$ cat src/rtl/wb_pkg.sv
// -----------------------------------------------------------------------------
// wb_pkg
// Shared types and constants for the writeback arbiter slice.
//   NREG / AW / DW : register count, register address width, data width
//   wb_req_t       : one register-file write request {wa, wd}
//   wa_onehot()    : register address to one-hot register mask
// -----------------------------------------------------------------------------
package wb_pkg;

    localparam int NREG = 16;
    localparam int AW   = 4;
    localparam int DW   = 32;

    typedef struct packed {
        logic [AW-1:0] wa;
        logic [DW-1:0] wd;
    } wb_req_t;

    // Decode a register address into its bit of a pending/hazard mask.
    function automatic logic [NREG-1:0] wa_onehot(input logic [AW-1:0] wa);
        logic [NREG-1:0] v_mask;
        v_mask = {{(NREG-1){1'b0}}, 1'b1} << wa;
        return v_mask;
    endfunction

endpackage

$ cat src/rtl/wb_arbiter_if.sv
// -----------------------------------------------------------------------------
// wb_arbiter_if
// Bundle of the writeback arbiter's bus signals.
//   master : upstream/regfile side (drives ALU and load requests)
//   slave  : the arbiter (drives ld_ready, we3/wa3/wd3, pend, count, waw_err)
// -----------------------------------------------------------------------------
interface wb_arbiter_if #(
    parameter int DEPTH = 4
);
    import wb_pkg::*;

    localparam int CW = $clog2(DEPTH) + 1;

    logic            alu_valid;
    logic [AW-1:0]   alu_wa;
    logic [DW-1:0]   alu_wd;
    logic            ld_valid;
    logic            ld_ready;
    logic [AW-1:0]   ld_wa;
    logic [DW-1:0]   ld_wd;
    logic            we3;
    logic [AW-1:0]   wa3;
    logic [DW-1:0]   wd3;
    logic [NREG-1:0] pend;
    logic [CW-1:0]   count;
    logic            waw_err;

    modport master (
        output alu_valid, alu_wa, alu_wd, ld_valid, ld_wa, ld_wd,
        input  ld_ready, we3, wa3, wd3, pend, count, waw_err
    );

    modport slave (
        input  alu_valid, alu_wa, alu_wd, ld_valid, ld_wa, ld_wd,
        output ld_ready, we3, wa3, wd3, pend, count, waw_err
    );

endinterface

$ cat src/rtl/wb_fifo.sv
// -----------------------------------------------------------------------------
// wb_fifo
// Synchronous FIFO of wb_req_t holding accepted-but-not-yet-written loads.
//   clk, reset : clock and synchronous active-low reset
//   i_push     : write i_data at the tail
//   i_pop      : drop the head entry
//   o_head     : current head entry
//   o_count    : occupancy, 0..DEPTH
//   o_ent_vld  : per-slot valid bits
//   o_ent_wa   : per-slot destination register (meaningful where valid)
// -----------------------------------------------------------------------------
module wb_fifo
    import wb_pkg::*;
#(
    parameter int DEPTH = 4
) (
    input  logic                        clk,
    input  logic                        reset,
    input  logic                        i_push,
    input  wb_req_t                     i_data,
    input  logic                        i_pop,
    output wb_req_t                     o_head,
    output logic [$clog2(DEPTH):0]      o_count,
    output logic [DEPTH-1:0]            o_ent_vld,
    output logic [DEPTH-1:0][AW-1:0]    o_ent_wa
);
    localparam int PW = $clog2(DEPTH);
    localparam int CW = PW + 1;

    wb_req_t          r_mem [DEPTH];
    logic [PW-1:0]    r_rd_ptr;
    logic [PW-1:0]    r_wr_ptr;
    logic [CW-1:0]    r_count;
    logic [DEPTH-1:0] r_vld;
    logic [DEPTH-1:0] w_vld_nxt;

    // Slot-valid update: pop clears the head slot, push sets the tail slot.
    always_comb begin
        w_vld_nxt = r_vld;
        if (i_pop) begin
            w_vld_nxt[r_rd_ptr] = 1'b0;
        end else begin
            w_vld_nxt = w_vld_nxt;
        end
        if (i_push) begin
            w_vld_nxt[r_wr_ptr] = 1'b1;
        end else begin
            w_vld_nxt = w_vld_nxt;
        end
    end

    // Pointer, occupancy and slot-valid registers; pointers wrap naturally.
    always_ff @(posedge clk) begin
        if (!reset) begin
            r_rd_ptr <= '0;
            r_wr_ptr <= '0;
            r_count  <= '0;
            r_vld    <= '0;
        end else begin
            if (i_push) r_wr_ptr <= r_wr_ptr + PW'(1);
            if (i_pop)  r_rd_ptr <= r_rd_ptr + PW'(1);
            case ({i_push, i_pop})
                2'b10:   r_count <= r_count + CW'(1);
                2'b01:   r_count <= r_count - CW'(1);
                default: r_count <= r_count;
            endcase
            r_vld <= w_vld_nxt;
        end
    end

    // Payload storage; slot contents only matter where r_vld is set.
    always_ff @(posedge clk) begin
        if (i_push) r_mem[r_wr_ptr] <= i_data;
    end

    // Expose per-slot destination registers for the pending mask.
    always_comb begin
        o_ent_wa = '0;
        for (int i = 0; i < DEPTH; i++) begin
            o_ent_wa[i] = r_mem[i].wa;
        end
    end

    assign o_head    = r_mem[r_rd_ptr];
    assign o_count   = r_count;
    assign o_ent_vld = r_vld;

    wb_fifo_chk #(.DEPTH(DEPTH)) u_chk (
        .clk   (clk),
        .reset (reset),
        .push  (i_push),
        .pop   (i_pop),
        .count (r_count)
    );

endmodule

$ cat src/rtl/wb_fifo_chk.sv
// -----------------------------------------------------------------------------
// wb_fifo_chk
// Protocol checker for wb_fifo: no push when full, no pop when empty.
//   clk, reset : clock and synchronous active-low reset
//   push, pop  : FIFO strobes
//   count      : FIFO occupancy
// -----------------------------------------------------------------------------
module wb_fifo_chk #(
    parameter int DEPTH = 4
) (
    input logic                     clk,
    input logic                     reset,
    input logic                     push,
    input logic                     pop,
    input logic [$clog2(DEPTH):0]   count
);
    localparam int CW = $clog2(DEPTH) + 1;

    a_no_overflow: assert property (@(posedge clk) disable iff (!reset)
        !(push && !pop && (count == CW'(DEPTH))));

    a_no_push_full: assert property (@(posedge clk) disable iff (!reset)
        !(push && (count == CW'(DEPTH))));

    a_no_underflow: assert property (@(posedge clk) disable iff (!reset)
        !(pop && (count == CW'(0))));

endmodule

$ cat src/rtl/wb_arbiter.sv
// -----------------------------------------------------------------------------
// wb_arbiter
// Merges ALU results and load results onto the single register-file write
// port. Priority: ALU, then FIFO head, then bypass of an incoming load when
// the FIFO is empty. Exports a pending-register mask for hazard stalls and a
// sticky WAW error flag.
//   clk   : clock, all state on rising edge
//   reset : synchronous active-low reset
//   bus   : wb_arbiter_if.slave (ALU/load requests in; ld_ready, we3/wa3/wd3,
//           pend, count, waw_err out)
// -----------------------------------------------------------------------------
module wb_arbiter
    import wb_pkg::*;
#(
    parameter int DEPTH = 4
) (
    input  logic            clk,
    input  logic            reset,
    wb_arbiter_if.slave     bus
);
    localparam int CW = $clog2(DEPTH) + 1;

    logic                     w_empty;
    logic                     w_full;
    logic                     w_ld_ready;
    logic                     w_ld_acc;
    logic                     w_bypass;
    logic                     w_push;
    logic                     w_pop;
    logic                     w_sel_vld;
    logic                     w_sel_ld;
    wb_req_t                  w_sel;
    wb_req_t                  w_head;
    wb_req_t                  w_ld_req;
    logic [CW-1:0]            w_count;
    logic [DEPTH-1:0]         w_ent_vld;
    logic [DEPTH-1:0][AW-1:0] w_ent_wa;
    logic [NREG-1:0]          w_pend;

    logic                     r_we3;
    logic [AW-1:0]            r_wa3;
    logic [DW-1:0]            r_wd3;
    logic                     r_out_ld;
    logic                     r_waw_err;

    assign w_empty    = (w_count == CW'(0));
    assign w_full     = (w_count == CW'(DEPTH));
    // No credit for a same-cycle pop: readiness is purely from stored count.
    assign w_ld_ready = reset & ~w_full;
    assign w_ld_acc   = bus.ld_valid & w_ld_ready;
    assign w_ld_req   = {bus.ld_wa, bus.ld_wd};

    // Write-source selection and FIFO push/pop strobes.
    always_comb begin
        w_sel     = '0;
        w_sel_vld = 1'b0;
        w_sel_ld  = 1'b0;
        w_pop     = 1'b0;
        w_bypass  = 1'b0;
        if (bus.alu_valid) begin
            w_sel_vld = 1'b1;
            w_sel     = {bus.alu_wa, bus.alu_wd};
        end else if (!w_empty) begin
            w_sel_vld = 1'b1;
            w_sel_ld  = 1'b1;
            w_sel     = w_head;
            w_pop     = 1'b1;
        end else if (w_ld_acc) begin
            w_sel_vld = 1'b1;
            w_sel_ld  = 1'b1;
            w_sel     = w_ld_req;
            w_bypass  = 1'b1;
        end else begin
            w_sel_vld = 1'b0;
        end
        w_push = w_ld_acc & ~w_bypass;
    end

    wb_fifo #(.DEPTH(DEPTH)) u_fifo (
        .clk       (clk),
        .reset     (reset),
        .i_push    (w_push),
        .i_data    (w_ld_req),
        .i_pop     (w_pop),
        .o_head    (w_head),
        .o_count   (w_count),
        .o_ent_vld (w_ent_vld),
        .o_ent_wa  (w_ent_wa)
    );

    // Output write register; wa3/wd3 hold their value on idle cycles.
    always_ff @(posedge clk) begin
        if (!reset) begin
            r_we3    <= 1'b0;
            r_wa3    <= '0;
            r_wd3    <= '0;
            r_out_ld <= 1'b0;
        end else begin
            r_we3    <= w_sel_vld;
            r_out_ld <= w_sel_ld;
            if (w_sel_vld) begin
                r_wa3 <= w_sel.wa;
                r_wd3 <= w_sel.wd;
            end
        end
    end

    // Pending mask: queued loads plus a load sitting in the output register.
    always_comb begin
        w_pend = '0;
        for (int i = 0; i < DEPTH; i++) begin
            if (w_ent_vld[i]) begin
                w_pend = w_pend | wa_onehot(w_ent_wa[i]);
            end else begin
                w_pend = w_pend;
            end
        end
        if (r_we3 && r_out_ld) begin
            w_pend = w_pend | wa_onehot(r_wa3);
        end else begin
            w_pend = w_pend;
        end
    end

    // Sticky WAW flag: an ALU write hit a register still owed by a load.
    always_ff @(posedge clk) begin
        if (!reset) begin
            r_waw_err <= 1'b0;
        end else if (bus.alu_valid && w_pend[bus.alu_wa]) begin
            r_waw_err <= 1'b1;
        end
    end

    assign bus.ld_ready = w_ld_ready;
    assign bus.we3      = r_we3;
    assign bus.wa3      = r_wa3;
    assign bus.wd3      = r_wd3;
    assign bus.pend     = w_pend;
    assign bus.count    = w_count;
    assign bus.waw_err  = r_waw_err;

endmodule

$ cat src/flat_wrapper.sv
// flat-port wrapper written by rule: the top's interface ports become plain ports
module wb_arbiter_flat import wb_pkg::*;
#(
    parameter int DEPTH = 4
)
  (clk, reset, bus_alu_valid, bus_alu_wa, bus_alu_wd, bus_ld_valid, bus_ld_wa, bus_ld_wd, bus_ld_ready, bus_we3, bus_wa3, bus_wd3, bus_pend, bus_count, bus_waw_err);
  wb_arbiter_if #(.DEPTH(DEPTH)) bus_i ();
  input  logic clk;
  input  logic reset;
  input wire logic [$bits(bus_i.alu_valid)-1:0] bus_alu_valid;
  input wire logic [$bits(bus_i.alu_wa)-1:0] bus_alu_wa;
  input wire logic [$bits(bus_i.alu_wd)-1:0] bus_alu_wd;
  input wire logic [$bits(bus_i.ld_valid)-1:0] bus_ld_valid;
  input wire logic [$bits(bus_i.ld_wa)-1:0] bus_ld_wa;
  input wire logic [$bits(bus_i.ld_wd)-1:0] bus_ld_wd;
  output wire logic [$bits(bus_i.ld_ready)-1:0] bus_ld_ready;
  output wire logic [$bits(bus_i.we3)-1:0] bus_we3;
  output wire logic [$bits(bus_i.wa3)-1:0] bus_wa3;
  output wire logic [$bits(bus_i.wd3)-1:0] bus_wd3;
  output wire logic [$bits(bus_i.pend)-1:0] bus_pend;
  output wire logic [$bits(bus_i.count)-1:0] bus_count;
  output wire logic [$bits(bus_i.waw_err)-1:0] bus_waw_err;
  assign bus_i.alu_valid = bus_alu_valid;
  assign bus_i.alu_wa = bus_alu_wa;
  assign bus_i.alu_wd = bus_alu_wd;
  assign bus_i.ld_valid = bus_ld_valid;
  assign bus_i.ld_wa = bus_ld_wa;
  assign bus_i.ld_wd = bus_ld_wd;
  assign bus_ld_ready = bus_i.ld_ready;
  assign bus_we3 = bus_i.we3;
  assign bus_wa3 = bus_i.wa3;
  assign bus_wd3 = bus_i.wd3;
  assign bus_pend = bus_i.pend;
  assign bus_count = bus_i.count;
  assign bus_waw_err = bus_i.waw_err;
  wb_arbiter #(.DEPTH(DEPTH)) u_core (.clk(clk), .reset(reset), .bus(bus_i));
endmodule
$ cat config.mk
export PLATFORM = sky130hd
export DESIGN_NAME = wb_arbiter_flat
export DESIGN_NICKNAME = d
export VERILOG_FILES = /design/src/rtl/wb_pkg.sv /design/src/rtl/wb_arbiter_if.sv /design/src/rtl/wb_fifo.sv /design/src/rtl/wb_fifo_chk.sv /design/src/rtl/wb_arbiter.sv /design/src/flat_wrapper.sv
export SDC_FILE = /design/constraint.sdc
export NUM_CORES = 1
export LEC_CHECK = 0
export CAP_MARGIN = 20
export CORE_AREA = 3 3 127 178
export CTS_BUF_LIST = sky130_fd_sc_hd__clkbuf_4
export DETAILED_ROUTE_END_ITERATION = 12
export DIE_AREA = 0 0 130 181
export HOLD_SLACK_MARGIN = 0.05
export PLACE_DENSITY = 0.65
export SLEW_MARGIN = 10
export SYNTH_ARGS = -nofsm -noshare
export SYNTH_HDL_FRONTEND = slang
export SYNTH_SLANG_ARGS = --single-unit
export TNS_END_PERCENT = 5
$ cat constraint.sdc
create_clock -name clk -period 2.84 [get_ports clk]
set_input_delay 0.852 -clock clk [delete_from_list [all_inputs] [get_ports clk]]
set_output_delay 0.852 -clock clk [all_outputs]
set_load 0.005 [all_outputs]
# After elaboration in Yosys (flattened, before gate mapping)
# Memory sizes are Yosys's and may differ from the RTL's. A register that Yosys moved wholly into a read port is not among the register bits.
# Index checks and enable logic that the tools add are counted.
# word_totals
register_bits,50
mem_bits_rw,144
input_bits,76
out_inout_bits,58
wordCells,75
mem_count,1
# mem_list
memory,depth,word_bits,read_ports,rd_clocked_by_memory_dff,wr,line,rtl
u_core.u_fifo.r_mem,4,36,5,1,1,wb_fifo.sv:30,wb_req_t r_mem [DEPTH];
# op_classes
n_addsub,4
magnitude_cmp,5
n_eq_ne,3
n_shift,5
n_mux,28
bitwise_logic,13
n_reduce_logical,7
# ops
op,n
$mux W36,3
$mux W16,5
$shl A1 B4 Y16 const A,5
$or A16 B16 Y16,4
$mux W1,12
$mux W4,2
$lt A2 B3 Y1 const B,2
$pmux W3 S2,1
$lt A4 B5 Y1 const B,1
$add A2 B1 Y2 const B,2
$and A4 B4 Y4,1
$bmux W1 S4,1
$demux W1 S2,2
$ge A2 B1 Y1 const B,2
$logic_and A1 B1 Y1,4
$mux W2,2
$not A4 Y4,1
$or A4 B4 Y4,1
$add A3 B1 Y3 const B,1
$and A1 B1 Y1,3
$eq A3 B3 Y1 const B,1
$logic_not A3 Y1,1
$not A1 Y1,3
$sub A3 B1 Y3 const B,1
4 further kinds,4

# Logic depth before layout (Yosys ltp)
# logic_depth
depth_word,13
ltp_mapped,11
depth_no_buf,11

# Cells and area by module
# From an unflattened synthesis, not the netlist that was laid out.
# hier_totals
hier_cells,720
area_unflattened_um2,8987.4
# by_module_without_submodules
module,n_inst,cells_per_inst,area_per_inst_um2,seq_area_each_um2
wb_fifo,1,262,5997.0,4584.4
wb_arbiter,1,458,2990.4,780.7

# Worst setup path before layout
# Ideal clock, no wire load.
# synth_timing
path_type,input to register
from,in reset
to,"mem u_core.u_fifo.r_mem[2][0] (netlist name), enable pin"
setup_time_ps,397
t_arrival_ps,2486
required_ps,2443
setup_slack_ps,-44
path_stages,5
path_buffers,1
path_cell_list,buf_2 -> o31a_1 -> nand2_1 -> nor2_1 -> and2_1
# synth_via
elab_chain_cells,9
# synth_rtl
element,line,rtl
start: declaration,flat_wrapper.sv:9,input logic reset;
$and A1 B1 Y1 *,wb_arbiter.sv:49,assign w_ld_ready = reset & ~w_full;
via bus_ld_ready,flat_wrapper.sv:16,output wire logic [$bits(bus_i.ld_ready)-1:0] bus_ld_ready;
$and A1 B1 Y1 *,wb_arbiter.sv:50,assign w_ld_acc = bus.ld_valid & w_ld_ready;
$mux W1,wb_arbiter.sv:68,end else if (w_ld_acc) begin
$mux W1,wb_arbiter.sv:63,end else if (!w_empty) begin
$mux W1,wb_arbiter.sv:60,if (bus.alu_valid) begin
$not A1 Y1,wb_arbiter.sv:76,w_push = w_ld_acc & ~w_bypass;
$and A1 B1 Y1 *,wb_arbiter.sv:76,
$mux W1 *,wb_fifo.sv:73,if (i_push) r_mem[r_wr_ptr] <= i_data;
$mux W1 (not written as such) *,wb_fifo.sv:73,
end: declaration,wb_fifo.sv:30,
# The timed path passes the listed nets; every way through them passes the cells marked *.

==> flow_metrics.tcl <==
set metrics [dict create \
    cts-htree-levels 4 \
    regArea_mm2 0.00537 \
    rows 63 \
    die_area_mm2 0.0235 \
    initial_core_util 0.405 \
    async_flop_share 0 \
    synth_edf_count 144 \
    seqPwrFrac 0.493 \
    muxShareOfSynthArea 0.0971 \
    cpPeakStageDelay_ns 0.51 \
    hold_class "reg -> reg" \
    combPwrFrac 0.305 \
    gp_congestion 0.930 \
    cp.required_ns 1.99 \
    worstMarginPinSlew_ns 0.595 \
    cp.depth 7 \
    ctsRootBufferMaster "clkbuf_4" \
    cts_buffers 17 \
    cp-end-kind "primary output" \
    vias_per_cell 5.76 \
    p_sw_frac 0.326 \
    r2r_cells 10 \
    clock-sinks 196 \
    yosys.area_share.simple 0.0983 \
    synth_top_family_by_area "compound AO/OA/AOI/OAI gates" \
    r2r_end "u_core.u_fifo.o_count[2]" \
    power_density_mw_per_mm2 626 \
    crit_family "flip-flops" \
    multi_input_area_mm2 0.00335 \
    yosysTopAreaCellShare 0.503 \
    rr_startpoint "u_core.u_fifo.o_count[0]" \
    synthTopCellsByCount "edfxtp_1 (144), o22ai_1 (55), dfxtp_1 (52), nand2_1 (50), a21oi_1 (48)" \
    r2r_slack_ns 0.39 \
    core_area_mm2 0.0212 \
    fin_nets 909 \
    syn_area_per_cell_um2 13.6 \
    cts_tree "done" \
    nFillCells 1771 \
    path_buf_inv 3 \
    hpwl_um 16600 \
    cp_max_fo 4 \
    area_growth_pct 31.3 \
    drtIter0Drc 422 \
    drt_pass1_iterations 5 \
    synth_seq_cells 196 \
    gr-total-overflow 0 \
    grt_util_all_layers 0.208 \
    synthTopCellsByArea "edfxtp_1 (50%), dfxtp_1 (12%), mux4_2 (9.2%)" \
    grt_pass1_wl_um 37400 \
    switching_power_mw 2.30 \
    setup_slack_ns -0.0805 \
    yosysUniqueCellTypes 55 \
    synthAdderAreaFrac 0.0154 \
    synthFlopType "edfxtp_1" \
    vias 6328 \
    drc_errors 0 \
    wirelength_um 24100 \
    crit_end "bus_pend[2]" \
    internal_power_mw 4.76 \
    finClkSkew_ns 0.0459 \
    maxSlewViolCount 0 \
    drv_cap 0 \
    clock_latency_ns 0.58 \
    finalHoldViolCount 0 \
    cp_cell_sequence "buf_6, or2b_4, buf_4, o22ai_2, nor2_2, o21ai_0, buf_2" \
    rsz0062_at_grt "true" \
    postCtsHoldBufs 0 \
    clkTransAtPathRegs_ns 0.18 \
    setup_viol 13 \
    yosysTopAreaCell "edfxtp_1" \
    status "finished with violations" \
    layout-drive-gt1-share 0.273 \
    ir_worst_vdd_mv 0.419 \
    die_h_um 181 \
    synth_xor_area_frac 0.00408 \
    grt_max_degree 54 \
    pin_count 134 \
    fmax_mhz 342 \
    holdWs_ns 0.493 \
    slew_headroom 0.604 \
    cts_max_path_buffers 2 \
    yosysSeqAreaShare 0.625 \
    synthesis.area_mm2 0.00859 \
    worstSetupStartpoint "u_core.u_fifo.r_mem[0][32]" \
    p_clk_frac 0.201 \
    crit_path_start_kind "flop" \
    critical_path_arrival_ns 2.07 \
    violations "setup timing" \
    period_needed_ns 2.92 \
    path_class "reg -> out" \
    fin_util 0.532 \
    syn_inst 632 \
    synth_compound_area_frac 0.136 \
    die_w_um 130 \
    wire_per_inst_um 22.0 \
    leakagePower_nw 3.81 \
    drtAntennaViolNets 0 \
    grt_pass1_vias 6507 \
    post-synth-top-count-cell "edfxtp_1" \
    slowest_stage "edfxtp_1" \
    yosys_warnings 0 \
    io_buffers 133 \
    antenna_found_initial 2 \
    finalCritPeriodShare 1.03 \
    syn_nets 718 \
]
==> how the worst min path moves through the flow <==
stage | to | slack, ns | startpoint | cells past startpoint
after CTS | u_core.bus.waw_err | 0.51 | u_core.bus.waw_err | 2
final | u_core.bus.waw_err | 0.49 | u_core.bus.waw_err | 2
after global routing | u_core.bus.waw_err | 0.53 | u_core.bus.waw_err | 2
after floorplan | u_core.bus.waw_err | 0.45 | u_core.bus.waw_err | 2
after global placement | u_core.bus.waw_err | 0.49 | u_core.bus.waw_err | 2
after detailed placement | u_core.bus.waw_err | 0.49 | u_core.bus.waw_err | 2
==> power by group through the flow <==
stage          sequential [mW]  combinational (mW)  clock (mW)
2_1_floorplan             3.50                1.23           0
6_report                  3.49                2.16        1.42
5_1_grt                   3.52                2.35        1.59
3_3_place_gp              3.53                2.09           0
3_5_place_dp              3.55                2.13           0
4_1_cts                   3.49                2.18        1.46
==> area by class of cell <==
cell class / instances / share of cell area
Timing Repair Buffer: 207 / 0.169
Clock buffer: 18 / 0.0120
Antenna cell: 2 / 0.000444
Sequential cell: 196 / 0.476
Multi-Input combinational cell: 386 / 0.297
Inverter: 15 / 0.00499
Clock inverter: 14 / 0.0119
Tap cell: 260 / 0.0288
==> through the flow <==
stage	std cells	instance area, um2	power (mW)	TNS, ns	worst slack (ns)
6_report	1098	11300	7.07	-0.478	-0.0805
5_1_grt	1098	11300	7.46	-2.39	-0.204
4_1_cts	1095	11200	7.13	-0.856	-0.117
3_5_place_dp	1032	10500	5.67	-0.0689	-0.0689
3_3_place_gp	1032	10500	5.62	0	0.0371
2_1_floorplan	632	8590	4.72	-4.69	-0.0434
==> worst reg2reg max path, stage by stage (launching register included) <==
cell and delay [ns]:
dfxtp_1 0.42, or3_1 0.43, nor2_1 0.14, nor2_1 0.08, inv_1 0.06, ha_1 0.16, inv_1 0.06, fa_1 0.37
xor2_1 0.17, or3_1 0.31, a21boi_0 0.19
==> registers in the layout, indices dropped and copies added, names as in the netlist, named ones only <==
name and cells:
u_core.u_fifo.r_wr_ptr 2, u_core.bus.wa3 4, u_core.bus.we3 1, u_core.u_fifo.o_count 3, u_core.bus.wd3 32, u_core.bus.waw_err 1
u_core.r_out_ld 1, u_core.u_fifo.r_rd_ptr 2, u_core.u_fifo.r_mem 144, u_core.u_fifo.o_ent_vld 4
==> per-layer routing <==
metal / vias to the layer above / track usage / share of wire
met4: 2 / 0.0537 / 0.016
met3: 30 / 0.0429 / 0.054
li1: 2888 / - / -
met5: - / 0 / 0.00029
met2: 244 / 0.359 / 0.52
met1: 3164 / 0.267 / 0.41
==> logic make-up after synthesis <==
kind of cell             Yosys count
flip-flops                       196
AO/OA/AOI/OAI                    179
AND/OR/NAND/NOR                  155
buffers and inverters             50
multiplexers                      38
adder cells (fa/ha/maj)           10
XOR/XNOR                           4
==> cell usage in the layout, fill, tap and decap left out, types with 18 or more instances in the layout <==
cell and count:
edfxtp_1 144, clkdlybuf4s50_1 116, buf_4 59, a21oi_1 48, nand2_1 46, dfxtp_1 46
mux4_2 35, o22ai_1 30, o221ai_1 24, o21ai_0 20, clkbuf_4 18
==> timing repair <==
item,in CTS,in global routing
endpoints found under the setup margin,16,17
pin swaps,29,8
gates resized for setup,134,6
setup buffers,31,1
hold endpoints to repair,0,0
Note: power is estimated with default switching activity, not from simulation.
